[config.mk]
export PLATFORM = sky130hd
export DESIGN_NAME = spi_reg_bank
export DESIGN_NICKNAME = d
export VERILOG_FILES = /design/src/rtl/spi_reg_bank.sv
export SDC_FILE = /design/constraint.sdc
export NUM_CORES = 1
export LEC_CHECK = 0
export ABC_AREA = 1
export CAP_MARGIN = 20
export CORE_ASPECT_RATIO = 0.75
export CORE_MARGIN = 3
export CORE_UTILIZATION = 35
export DETAILED_ROUTE_END_ITERATION = 16
export PLACE_DENSITY = 0.62
export REMOVE_ABC_BUFFERS = 1
export SLEW_MARGIN = 25
export SYNTH_ARGS = -nofsm -noshare
export SYNTH_HDL_FRONTEND = slang
export SYNTH_SLANG_ARGS = --single-unit
[constraint.sdc]
create_clock -name clk -period 10 [get_ports clk]
set_input_delay 1 -clock clk [delete_from_list [all_inputs] [get_ports clk]]
set_output_delay 1 -clock clk [all_outputs]
set_load 0.1 [all_outputs]
[src/rtl/spi_reg_bank.sv]
// Register bank behind the SPI slave: live MPPT shadows, sticky fault flags,
// a saturating measurement counter and a coherent snapshot for burst reads.
module spi_reg_bank #(
    parameter logic [7:0] ID_VALUE = 8'hA5,
    parameter logic [7:0] VERSION  = 8'h01
) (
    input  logic        clk,
    input  logic        rst,
    input  logic [7:0]  reg_addr,
    input  logic        reg_read,
    output logic [7:0]  reg_rdata,
    input  logic        meas_valid,
    input  logic [15:0] v_pv,
    input  logic [15:0] i_pv,
    input  logic [31:0] p_pv,
    input  logic [15:0] duty,
    input  logic        tracking,
    input  logic        fault_ovp,
    input  logic        fault_ocp,
    output logic        data_ready
);

    logic [15:0] live_v_q, live_i_q, live_duty_q;
    logic [31:0] live_p_q;
    logic [15:0] snap_v_q, snap_i_q, snap_duty_q;
    logic [31:0] snap_p_q;
    logic [7:0]  meas_cnt_q, meas_cnt_d;
    logic        data_ready_q, data_ready_d;
    logic        ovp_q, ovp_d, ocp_q, ocp_d;
    logic [7:0]  rdata_q, rdata_d;
    logic [7:0]  rd_byte;
    logic        snap_trig, status_rd;

    assign snap_trig = reg_read && (reg_addr == 8'h03);
    assign status_rd = reg_read && (reg_addr == 8'h02);

    // Read mux always sees pre-side-effect state; big-endian byte order.
    always_comb begin
        rd_byte = 8'h00;
        case (reg_addr)
            8'h00:   rd_byte = ID_VERSION_SEL(1'b0);
            8'h01:   rd_byte = ID_VERSION_SEL(1'b1);
            8'h02:   rd_byte = {4'b0000, data_ready_q, tracking, ocp_q, ovp_q};
            8'h03:   rd_byte = meas_cnt_q;
            8'h04:   rd_byte = snap_v_q[15:8];
            8'h05:   rd_byte = snap_v_q[7:0];
            8'h06:   rd_byte = snap_i_q[15:8];
            8'h07:   rd_byte = snap_i_q[7:0];
            8'h08:   rd_byte = snap_p_q[31:24];
            8'h09:   rd_byte = snap_p_q[23:16];
            8'h0A:   rd_byte = snap_p_q[15:8];
            8'h0B:   rd_byte = snap_p_q[7:0];
            8'h0C:   rd_byte = snap_duty_q[15:8];
            8'h0D:   rd_byte = snap_duty_q[7:0];
            default: rd_byte = 8'h00;
        endcase
    end

    function automatic logic [7:0] ID_VERSION_SEL(input logic sel);
        return sel ? VERSION : ID_VALUE;
    endfunction

    always_comb begin
        rdata_d      = reg_read ? rd_byte : rdata_q;
        meas_cnt_d   = meas_cnt_q;
        data_ready_d = data_ready_q;
        // A fresh pulse wins over a clear in the same cycle.
        ovp_d        = fault_ovp || (ovp_q && !status_rd);
        ocp_d        = fault_ocp || (ocp_q && !status_rd);
        if (snap_trig) begin
            meas_cnt_d   = meas_valid ? 8'd1 : 8'd0;
            data_ready_d = meas_valid;
        end else if (meas_valid) begin
            data_ready_d = 1'b1;
            if (meas_cnt_q != 8'hFF) meas_cnt_d = meas_cnt_q + 8'd1;
        end
    end

    always_ff @(posedge clk or posedge rst) begin
        if (rst) begin
            live_v_q     <= '0;
            live_i_q     <= '0;
            live_p_q     <= '0;
            live_duty_q  <= '0;
            snap_v_q     <= '0;
            snap_i_q     <= '0;
            snap_p_q     <= '0;
            snap_duty_q  <= '0;
            meas_cnt_q   <= '0;
            data_ready_q <= 1'b0;
            ovp_q        <= 1'b0;
            ocp_q        <= 1'b0;
            rdata_q      <= '0;
        end else begin
            rdata_q      <= rdata_d;
            meas_cnt_q   <= meas_cnt_d;
            data_ready_q <= data_ready_d;
            ovp_q        <= ovp_d;
            ocp_q        <= ocp_d;
            // Snapshot takes the old live values even when a sample lands now.
            if (snap_trig) begin
                snap_v_q    <= live_v_q;
                snap_i_q    <= live_i_q;
                snap_p_q    <= live_p_q;
                snap_duty_q <= live_duty_q;
            end
            if (meas_valid) begin
                live_v_q    <= v_pv;
                live_i_q    <= i_pv;
                live_p_q    <= p_pv;
                live_duty_q <= duty;
            end
        end
    end

    assign reg_rdata  = rdata_q;
    assign data_ready = data_ready_q;

endmodule

# Yosys cells after proc, flatten, opt, wreduce, memory -nomap -nowiden
# Cells that the tools add are included.
[word_totals]
ff_bits = 179
inputBits = 95
output_inout_bits = 9
wordCells = 46
[classes]
add_sub_neg = 1
n_eq_ne = 14
muxes = 7
n_reduce_logical = 11
[ops]
columns = ["op", "count"]
rows = [
  ["$pmux W8 S14", 1],
  ["$eq A8 B4 Y1 const B", 6],
  ["$eq A8 B3 Y1 const B", 4],
  ["$mux W8", 3],
  ["$eq A8 B2 Y1 const B", 2],
  ["$add A8 B1 Y8 const B", 1],
  ["$eq A8 B1 Y1 const B", 1],
  ["$logic_not A8 Y1", 1],
  ["$ne A8 B8 Y1 const B", 1],
  ["$logic_and A1 B1 Y1", 4],
  ["$reduce_bool A2 Y1", 2],
  ["$mux W1", 3],
  ["$logic_or A1 B1 Y1", 2],
  ["$reduce_and A2 Y1", 1],
  ["$logic_not A1 Y1", 1],
]

# Longest topological paths before layout
# Gate-level depths: netlist of run 1.
[logic_depth]
word_depth = 5
mapped_depth = 12
depth_no_buf = 11

# Worst setup path after synthesis of run 1
# Ideal clock, no wire load.
[synth_path]
path_kind = "input to register"
start = "in reg_addr[4]"
end = "reg snap_duty_q[15]"
setup_ns = 0.133
t_arrival_ns = 1.860
t_required_ns = 9.867
path_slack_ns = 8.007
stages = 8
path_buffers = 2
cell_sequence = "inv_1 -> nand2_1 -> nor2_4 -> nand3_4 -> buf_2 -> buf_2 -> nand2_1 -> o21ai_0"
[synth_between]
elab_chain_cells = 2
[synth_lines]
columns = ["item", "line_no", "rtl"]
rows = [
  ["start, declared", "9", "input logic [7:0] reg_addr,"],
  ["$eq A8 B2 Y1", "34", "assign snap_trig = reg_read && (reg_addr == 8'h03);"],
  ["$logic_and A1 B1 Y1", "34", ""],
  ["end signal, assigned", "105", "snap_duty_q <= live_duty_q;"],
  ["end, declared", "25", "logic [15:0] snap_v_q, snap_i_q, snap_duty_q;"],
]
# No other way between the ends.
# A chain may end at the register's enable or synchronous reset.

# Final worst setup path of run 1
[layout_path]
start = "in reg_addr[4]"
end = "reg meas_cnt_q[0]"
[layout_between]
elab_chain_cells = 4
word_cells_on_any_way = 6
classes_between = "1 x eq/ne; 1 x mux; 4 x reduce/logical"
[layout_lines]
columns = ["item", "line_no", "rtl"]
rows = [
  ["$eq A8 B2 Y1 (*)", "34", ""],
  ["$logic_and A1 B1 Y1 (*)", "34", ""],
  ["$reduce_bool A2 Y1 (no source line)", "n/a", ""],
  ["$reduce_and A2 Y1 (no source line)", "n/a", ""],
  ["end signal, assigned", "96", "meas_cnt_q <= meas_cnt_d;"],
  ["end, declared", "27", "logic [7:0] meas_cnt_q, meas_cnt_d;"],
]
# Mark *: on every way between the ends. The rest lies on a longest branch, timed or not.

==> flow_summary.yaml, run 1 <==
sta:
  min_period_over_period_pct: 39.14
  worst_pin_slew_ns: 0.9779
  finalHoldWorstSlack_ns: 0.4809
  rsz0062_at_grt: "false"
  setup_viol: 0
  fmax_mhz: 255.5
  final_max_slew_viol_count: 0
  relSlewSlack_pct: 34.60
  finalSetupTns_ns: 0
  setup_ws_ns: 6.086
  skew_ns: 0.01006
  hold_violations: 0
  finalCriticalPeriod_ns: 3.914
power:
  ir_drop_v: 0.0001153
  power_mw: 1.617
  p_leak_nw: 4.605
  p_per_area_mw_per_mm2: 170.5
layout:
  drive_gt1_share_pct: 4.653
  final_net_count: 1093
  finalNonFillerCells: 1298
  final_util_pct: 44.30
  layout_commonest_cell: "nand2_1"
  syn2layout_area_growth_pct: 22.73
  stdcell_area_mm2: 0.009484
  antenna_cells: 0
  layout_common_cells: "nand2_1, dfrtp_1, o21ai_0"
synthesis:
  ys_types: 26
  yosysSeqAreaShare_pct: 57.97
  yosys.area.top_type: "dfrtp_1"
  synth.top_cell.area_share_pct: 57.97
  synth_area_mm2: 0.007727
  netlist_instances: 917
  ys_top_cells_by_area: "dfrtp_1, nand2_1, o21ai_0"
  synth-seq-cells: 179
  synth.avg_cell_area_um2: 8.427
  ys.warnings.count: 0
placed_design:
  port_buffers: 103
  hpwl_mm: 12.81
  dpl_worst_slack_ns: 5.718
  place.gp.congestion: 0.8232
  place_inst: 1266
  placed_cell_area_mm2: 0.008921
global_route:
  gr-usage-met2_pct: 22.71
  grt_util_met3_pct: 4.356
  grt_max_degree: 112
  grt_usage_pct: 16.36
  antenna_found_initial: 0
  grt_pass1_wl_mm: 30.82
  met1_usage_pct: 25.13
  grt-busiest-layer: "met1"
  gr-total-overflow: 0
  grt_pass1_vias: 5917
die:
  fp-row-count: 46
  die_h_um: 134.7
  pin_count: 104
  die_area_mm2: 0.02392
  initial_core_util_pct: 36.09
  fp.dieW_um: 177.6
  core_mm2: 0.02141
clock_tree:
  clockBufferDepth: 2
  cts_tree: "done"
  clk_pin_slew_worst_paths_ns: 0.07
  numCtsBuffers: 17
  cts_resized: 0
  cts_root_buf: "clkbuf_16"
  clock_latency_ns: 0.43
  cts_sinks: 179
  holdBufCountCts: 0
  cts-htree-levels: 4
  cts_setup_buffers: 0
routing:
  drt-total-wl_mm: 18.86
  drt_first_pass_iters: 5
  viasPerCell: 4.691
  final_antenna_net_count: 0
  wire_per_inst_um: 14.53
  first_iter_violations: 635
  num_vias: 6089
  drc: 0
setup_path:
  endpoint_kind: "register"
  criticalPathCategory: "input port to register"
  rr_worst_depth: 9
  r2r_setup_slack_ns: 8.24
  crit_required_ns: 10.34
  arrival_ns: 4.26
  cp-start-kind: "input port"
  cp_max_fo: 90
  reg2reg_to: "meas_cnt_q[5]$_DFFE_PP0P_"
  r2r-start: "meas_cnt_q[0]$_DFFE_PP0P_"
hold_path:
  hold_depth: 2
  hp-start: "reg_rdata[4]$_DFFE_PP0P_"
  hold_end: "reg_rdata[4]$_DFFE_PP0P_"
  hp-class: "register to register"
outcome:
  outcome: "finished, final reports clean"
job:
  drv_cap: 0
## worst max-delay path by stage
stage                      startpoint                   endpoint  depth (start not counted)
final                     reg_addr[4]  meas_cnt_q[0]$_DFFE_PP0P_                         10
after floorplan                   rst     data_ready$_DFFE_PP0P_                          1
after global routing      reg_addr[4]  meas_cnt_q[0]$_DFFE_PP0P_                         10
after global placement    reg_addr[4]  meas_cnt_q[0]$_DFFE_PP0P_                         10
after CTS                 reg_addr[4]  meas_cnt_q[0]$_DFFE_PP0P_                         10
after detailed placement  reg_addr[4]  meas_cnt_q[0]$_DFFE_PP0P_                         10
## cell usage after synthesis
| library cell | number |
|---|---|
| nand2_1 | 249 |
| buf_4 | 1 |
| buf_1 | 1 |
| nor3_1 | 3 |
| nor3b_1 | 1 |
| buf_2 | 25 |
| dfrtp_1 | 179 |
| clkinv_1 | 1 |
| o211ai_1 | 1 |
| o21ai_0 | 141 |
| nand2_2 | 4 |
| nor2_2 | 1 |
| nor2_1 | 39 |
| a21oi_1 | 4 |
| buf_6 | 3 |
| clkbuf_1 | 16 |
| nand3_4 | 1 |
| inv_2 | 2 |
| o21ai_1 | 30 |
| and3_1 | 1 |
| o21bai_1 | 2 |
| nand3_1 | 100 |
| inv_1 | 107 |
| nand4_1 | 2 |
| ha_1 | 1 |
| nor2_4 | 2 |
## critical path, cell delays in order
cell and delay [ns]:
clkdlybuf4s50_1 0.43, inv_1 0.06, nand2_1 0.08, nor2_4 0.11
buf_4 0.66, nand3_4 0.85, buf_4 0.65, inv_1 0.16
nand2_1 0.07, o211ai_1 0.13
## sequential cells by signal (all words and copies together) (netlist names)
name,count
reg_rdata,8
data_ready,1
ovp_q,1
live_duty_q,16
snap_p_q,32
meas_cnt_q,8
snap_duty_q,16
snap_i_q,16
snap_v_q,16
live_v_q,16
live_i_q,16
live_p_q,32
ocp_q,1
## layer usage
metal / share of wire (%) / up-vias
li1: - / 3075
met1: 51 / 2817
met2: 42 / 174
met3: 6.0 / 23
met4: 1.5 / 0
met5: 0 / -
## kinds of logic (layout without fill, tap and decap cells)
family                     count (synthesis)  after routing  synth area share [%]
adders and majority gates                  1              1                0.1619
AOI/OAI and AO/OA                        178            178                 11.63
buffers and inverters                    156            249                 8.323
DFF                                      179            179                 57.97
and+or+nand+nor                          403            403                 21.92
## cell type report
cell class,instances,area [um^2]
repair buffers,107,1059
clock buffers,22,484.2
clock inverters,10,76.32
well taps,288,360.3
inverters,110,420.4
fillers,2139,11930
flip-flops and latches,179,4479
multi-input cells,582,2605
## power by group
group / internal (mW) / switching (mW) / total (mW)
Clock: 0.346 / 0.291 / 0.637
Combinational: 0.0686 / 0.100 / 0.169
Sequential: 0.782 / 0.0296 / 0.812
No activity file was read; power rests on OpenSTA's default activity.
==> run 2: changes to the inputs <==
- PLACE_DENSITY: 0.62 -> 0.64
- clock period: 10 -> 3.4 ns (I/O delays scaled with it)
==> run 2 against run 1 <==
  * Core utilization grew 0.35 points
  * Die area is the same
  * Via count grew 0.77%
  * Final cell count grew 0.46%
  * Non-clock buffer count grew 6
  * Power grew to 3.0 times the previous value
  * First-iteration DRC count shrank 11%
  * Largest power group unchanged
  * Highest routed layer unchanged
==> flow_summary.yaml, run 2 (same netlist as run 1, synthesis figures left out) <==
outcome:
  outcome: "finished, final reports clean"
layout:
  final_util_pct: 44.65
  multi_input_area_mm2: 0.002605
  layout_commonest_cell: "nand2_1"
  top_regs: "live_p_q x32, snap_p_q x32"
  ff_latch_area_mm2: 0.004479
  syn2layout_area_growth_pct: 23.70
  fillers: 2116
  antenna_cells: 0
  stdcell_area_mm2: 0.009559
  layout_common_cells: "nand2_1, dfrtp_1, o21ai_0"
  final_net_count: 1099
  finalNonFillerCells: 1304
  drive_gt1_share_pct: 5.217
routing:
  viasPerCell: 4.706
  num_vias: 6136
  drc: 0
  first_iter_violations: 566
  drt-total-wl_mm: 18.83
  final_antenna_net_count: 0
  drt_first_pass_iters: 5
  wire_per_inst_um: 14.44
power:
  ir_drop_v: 0.0002922
  p_per_area_mw_per_mm2: 505.9
  combPwrFrac_pct: 10.5
  p_int_mw: 3.597
  switchingPower_mw: 1.239
  power_mw: 4.836
  p_leak_nw: 4.637
  pwr-share-seq_pct: 49.4
  clock_power_share_pct: 40.2
  sw_frac_of_total_pct: 25.62
global_route:
  grt_pass1_vias: 5907
  antenna_found_initial: 0
  grt_max_degree: 90
  gr-total-overflow: 0
  grt_pass1_wl_mm: 31.04
  grt_usage_pct: 16.40
sta:
  min_period_over_period_pct: 69.09
  final_max_slew_viol_count: 0
  skew_ns: 0.009865
  finalSetupTns_ns: 0
  rsz0062_at_grt: "false"
  hold_violations: 0
  worst_pin_slew_ns: 0.9834
  setup_viol: 0
  fmax_mhz: 425.7
  relSlewSlack_pct: 34.24
  finalCriticalPeriod_ns: 2.349
die:
  fp-row-count: 46
  die_h_um: 134.7
  core_mm2: 0.02141
  fp.dieW_um: 177.6
  pin_count: 104
  initial_core_util_pct: 36.09
  die_area_mm2: 0.02392
clock_tree:
  cts_tree: "done"
  holdBufCountCts: 0
  clock_latency_ns: 0.43
  cts_sinks: 179
  cts-htree-levels: 4
  clockBufferDepth: 2
  numCtsBuffers: 17
  cts_root_buf: "clkbuf_16"
  cts_resized: 0
  clk_pin_slew_worst_paths_ns: 0.07
  cts_setup_buffers: 0
placed_design:
  port_buffers: 103
  placed_cell_area_mm2: 0.008979
  hpwl_mm: 13.24
  place.gp.congestion: 0.8538
  place_inst: 1272
setup_path:
  crit_required_ns: 3.06
  cp-start-kind: "register"
  endpoint_kind: "output pin"
  r2r_setup_slack_ns: 1.63
  arrival_ns: 2.01
  cpPeakStageDelay_ns: 1.17
  cp_max_fo: 2
  criticalPathCategory: "register to output pin"
  crit_buf_inv: 1
  crit_family: "buffers and inverters"
  cp_slowest_cell: "clkdlybuf4s50_1"
  cp_cell_sequence: "clkdlybuf4s50_1"
hold_path:
  hp-class: "input port to register"
job:
  drv_cap: 0
-- run 2: routing by layer --
| metal | up-vias | GRT usage (%) | share of wire (%) |
|---|---|---|---|
| met3 | 12 | 3.598 | 5.3 |
| met4 | 0 | 3.531 | 0.65 |
| met1 | 2864 | 25.53 | 52 |
| met2 | 156 | 23.35 | 42 |
| met5 | - | 0 | 0 |
| li1 | 3104 | - | - |
-- run 2: final timing paths --
kind / from / endpoint / cells past startpoint
hold / removal: meas_valid / live_v_q[15]$_DFFE_PP0P_ / 3
setup reg to reg: meas_cnt_q[0]$_DFFE_PP0P_ / meas_cnt_q[5]$_DFFE_PP0P_ / 9
min in group asynchronous: rst / live_p_q[17]$_DFFE_PP0P_ / 2
hold reg to reg: snap_p_q[27]$_DFFE_PP0P_ / snap_p_q[27]$_DFFE_PP0P_ / 2
setup / recovery: reg_rdata[3]$_DFFE_PP0P_ / reg_rdata[3] / 1
max in group asynchronous: rst / live_v_q[14]$_DFFE_PP0P_ / 3
-- run 2: worst min-delay path, stage by stage --
cell	delay, ns
buf_4	0.22
nand2_1	0.09
o21ai_0	0.06
-- run 2: stage by stage --
stage	setup WS (ns)	hold slack (ns)
floorplan	-1.799	0.4395
global placement	0.9355	0.4677
detailed placement	0.9006	0.4746
CTS	1.010	0.3179
global route	1.002	0.3418
finish	1.051	0.3284
-- run 2: power by group through the flow --
stage	sequential (mW)	combinational (mW)	clock (mW)
after global placement	2.42	0.497	0
after CTS	2.39	0.515	1.99
final	2.39	0.506	1.94
after detailed placement	2.42	0.510	0
after floorplan	2.41	0.263	0
after global routing	2.40	0.585	2.09
-- run 2: final cells by class --
class	count	area share, %
flip-flops and latches	179	46.86
repair buffers	113	11.68
inverters	110	4.372
multi-input cells	582	27.25
clock buffers	18	4.490
clock inverters	14	1.584
well taps	288	3.770
==> run 3: changes to the inputs <==
- PLACE_DENSITY: 0.64 -> 0.62
- clock period: 3.4 -> 2.2 ns (I/O delays scaled with it)
==> run 3 against run 2 <==
  * Final area increased by 1.5%
  * Clock skew fell by 0.0015 ns
  * Critical path depth up 8
  * Final cell count is 0.54% higher
  * Sequential share of layout area decreased by 0.67 points
  * Routed wire length is 1.0% higher
  * Die area unchanged
  * Via count is 0.18% higher
  * Combinational power up 57%
  * Worst hold slack worse by 0.19 ns
  * Non-clock buffer count up 7
  * Critical path type is now register to register
  * Largest power group unchanged
==> flow_summary.yaml, run 3 (same netlist as run 1, synthesis figures left out) <==
sta:
  skew_ns: 0.008335
  fmax_mhz: 591.8
  relSlewSlack_pct: 54.58
  final_max_slew_viol_count: 0
  worst_pin_slew_ns: 0.6787
  hold_violations: 0
  rsz0062_at_grt: "false"
  min_period_over_period_pct: 76.80
  finalCriticalPeriod_ns: 1.690
  setup_viol: 0
clock_tree:
  numCtsBuffers: 17
  clk_pin_slew_worst_paths_ns: 0.07
  cts-htree-levels: 4
  clock_latency_ns: 0.42
  cts_setup_buffers: 0
  cts_root_buf: "clkbuf_16"
  clockBufferDepth: 2
  cts_resized: 0
  holdBufCountCts: 0
  cts_sinks: 179
  cts_tree: "done"
setup_path:
  critPathMostFrequentCell: "nand3_1"
  arrival_ns: 2.00
  cp_max_fo: 9
  cp-start-kind: "register"
  cpPeakStageDelay_ns: 0.42
  r2r_setup_slack_ns: 0.51
  rr_worst_depth: 9
  crit_required_ns: 2.51
  reg2reg_to: "meas_cnt_q[6]$_DFFE_PP0P_"
  crit_buf_inv: 1
  endpoint_kind: "register"
  crit_family: "simple AND/OR/NAND/NOR gates"
  cp_cell_sequence: "ha_1 > nand3_1 > nor2_1 > nand3_1 > nand2_2 > inv_1 > nand2_1 > o21ai_0 > a21oi_1"
  cp_slowest_cell: "dfrtp_1"
  r2r-start: "meas_cnt_q[0]$_DFFE_PP0P_"
  criticalPathCategory: "register to register"
global_route:
  antenna_found_initial: 0
  grt_pass1_vias: 5820
  grt_usage_pct: 16.65
  grt_max_degree: 100
  grt_pass1_wl_mm: 31.20
  gr-total-overflow: 0
routing:
  drt-total-wl_mm: 19.02
  drc: 0
  drt_first_pass_iters: 4
  wire_per_inst_um: 14.51
  final_antenna_net_count: 0
  viasPerCell: 4.689
  first_iter_violations: 521
  num_vias: 6147
layout:
  layout_common_cells: "nand2_1, dfrtp_1, o21ai_0"
  antenna_cells: 0
  layout_commonest_cell: "nand2_1"
  top_regs: "live_p_q x32, snap_p_q x32"
  drive_gt1_share_pct: 6.843
  syn2layout_area_growth_pct: 25.50
  final_net_count: 1106
  finalNonFillerCells: 1311
  fillers: 2130
  stdcell_area_mm2: 0.009698
outcome:
  outcome: "finished, final reports clean"
power:
  p_leak_nw: 4.743
  ir_drop_v: 0.0004584
  power_mw: 7.644
  p_per_area_mw_per_mm2: 788.2
placed_design:
  place_inst: 1279
  placed_cell_area_mm2: 0.009084
  port_buffers: 103
  place.gp.congestion: 0.8859
  hpwl_mm: 13.65
job:
  drv_cap: 0
die:
  pin_count: 104
  die_h_um: 134.7
  fp-row-count: 46
  fp.dieW_um: 177.6
  die_area_mm2: 0.02392
  initial_core_util_pct: 36.09
  core_mm2: 0.02141
hold_path:
  hp-class: "input port to async pin"
-- run 3: cell types whose count changed in the layout (fill, tap and decap cells not counted), sizes merged --
cell,delta
bufinv,+1
buf,+16
clkinvlp,-2
clkdlybuf4s50,-9
clkinv,+1
-- run 3: layer usage --
metal	wire (um)	vias to the layer above	global-route usage, %
met2	7753	176	22.52
met4	277	0	4.752
met5	0	-	0
li1	-	3110	-
met3	1146	19	3.935
met1	9841	2842	26.26
-- run 3: worst max path at each step --
| stage | cells after the start | end | from |
|---|---|---|---|
| 2_1_floorplan | 1 | data_ready$_DFFE_PP0P_ | rst |
| 3_5_place_dp | 11 | reg_rdata[0]$_DFFE_PP0P_ | reg_addr[3] |
| 3_3_place_gp | 12 | reg_rdata[0]$_DFFE_PP0P_ | reg_addr[2] |
| 6_report | 9 | meas_cnt_q[6]$_DFFE_PP0P_ | meas_cnt_q[0]$_DFFE_PP0P_ |
| 4_1_cts | 9 | meas_cnt_q[6]$_DFFE_PP0P_ | meas_cnt_q[0]$_DFFE_PP0P_ |
| 5_1_grt | 9 | meas_cnt_q[6]$_DFFE_PP0P_ | meas_cnt_q[0]$_DFFE_PP0P_ |
-- run 3: where the power goes --
part / total [mW] / internal [mW] / switching, mW / leakage, nW
sequential: 3.69 / 3.55 / 0.138 / 2.30
combinational: 0.794 / 0.332 / 0.461 / 2.15
clock: 3.16 / 1.83 / 1.33 / 0.294
total: 7.64 / 5.72 / 1.93 / 4.74
-- run 3: final cells by class --
cell class              count  area, um^2  area share (%)
repair buffers            120        1221           12.59
multi-input cells         582        2605           26.86
clock inverters            14       175.2           1.806
flip-flops and latches    179        4479           46.19
clock buffers              18       439.2           4.528
well taps                 288       360.3           3.716
inverters                 110       417.9           4.309
-- run 3: worst reg2reg max path, stage by stage, from the launching register on --
cell and delay, ns:
dfrtp_1 0.42, ha_1 0.25, nand3_1 0.14, nor2_1 0.07
nand3_1 0.08, nand2_2 0.13, inv_1 0.20, nand2_1 0.09
o21ai_0 0.15, a21oi_1 0.06
-- run 3: per-stage QoR --
step | util [%] | worst slack (ns) | hold slack [ns] | TNS, ns
2_1_floorplan | - | -2.879 | 0.3195 | -591.16
5_1_grt | 45.30 | 0.3272 | 0.1454 | 0
3_3_place_gp | 42.43 | 0.1781 | 0.4695 | 0
6_report | 45.30 | 0.5104 | 0.1351 | 0
3_5_place_dp | 42.43 | 0.1685 | 0.4736 | 0
4_1_cts | 45.30 | 0.5189 | 0.1278 | 0
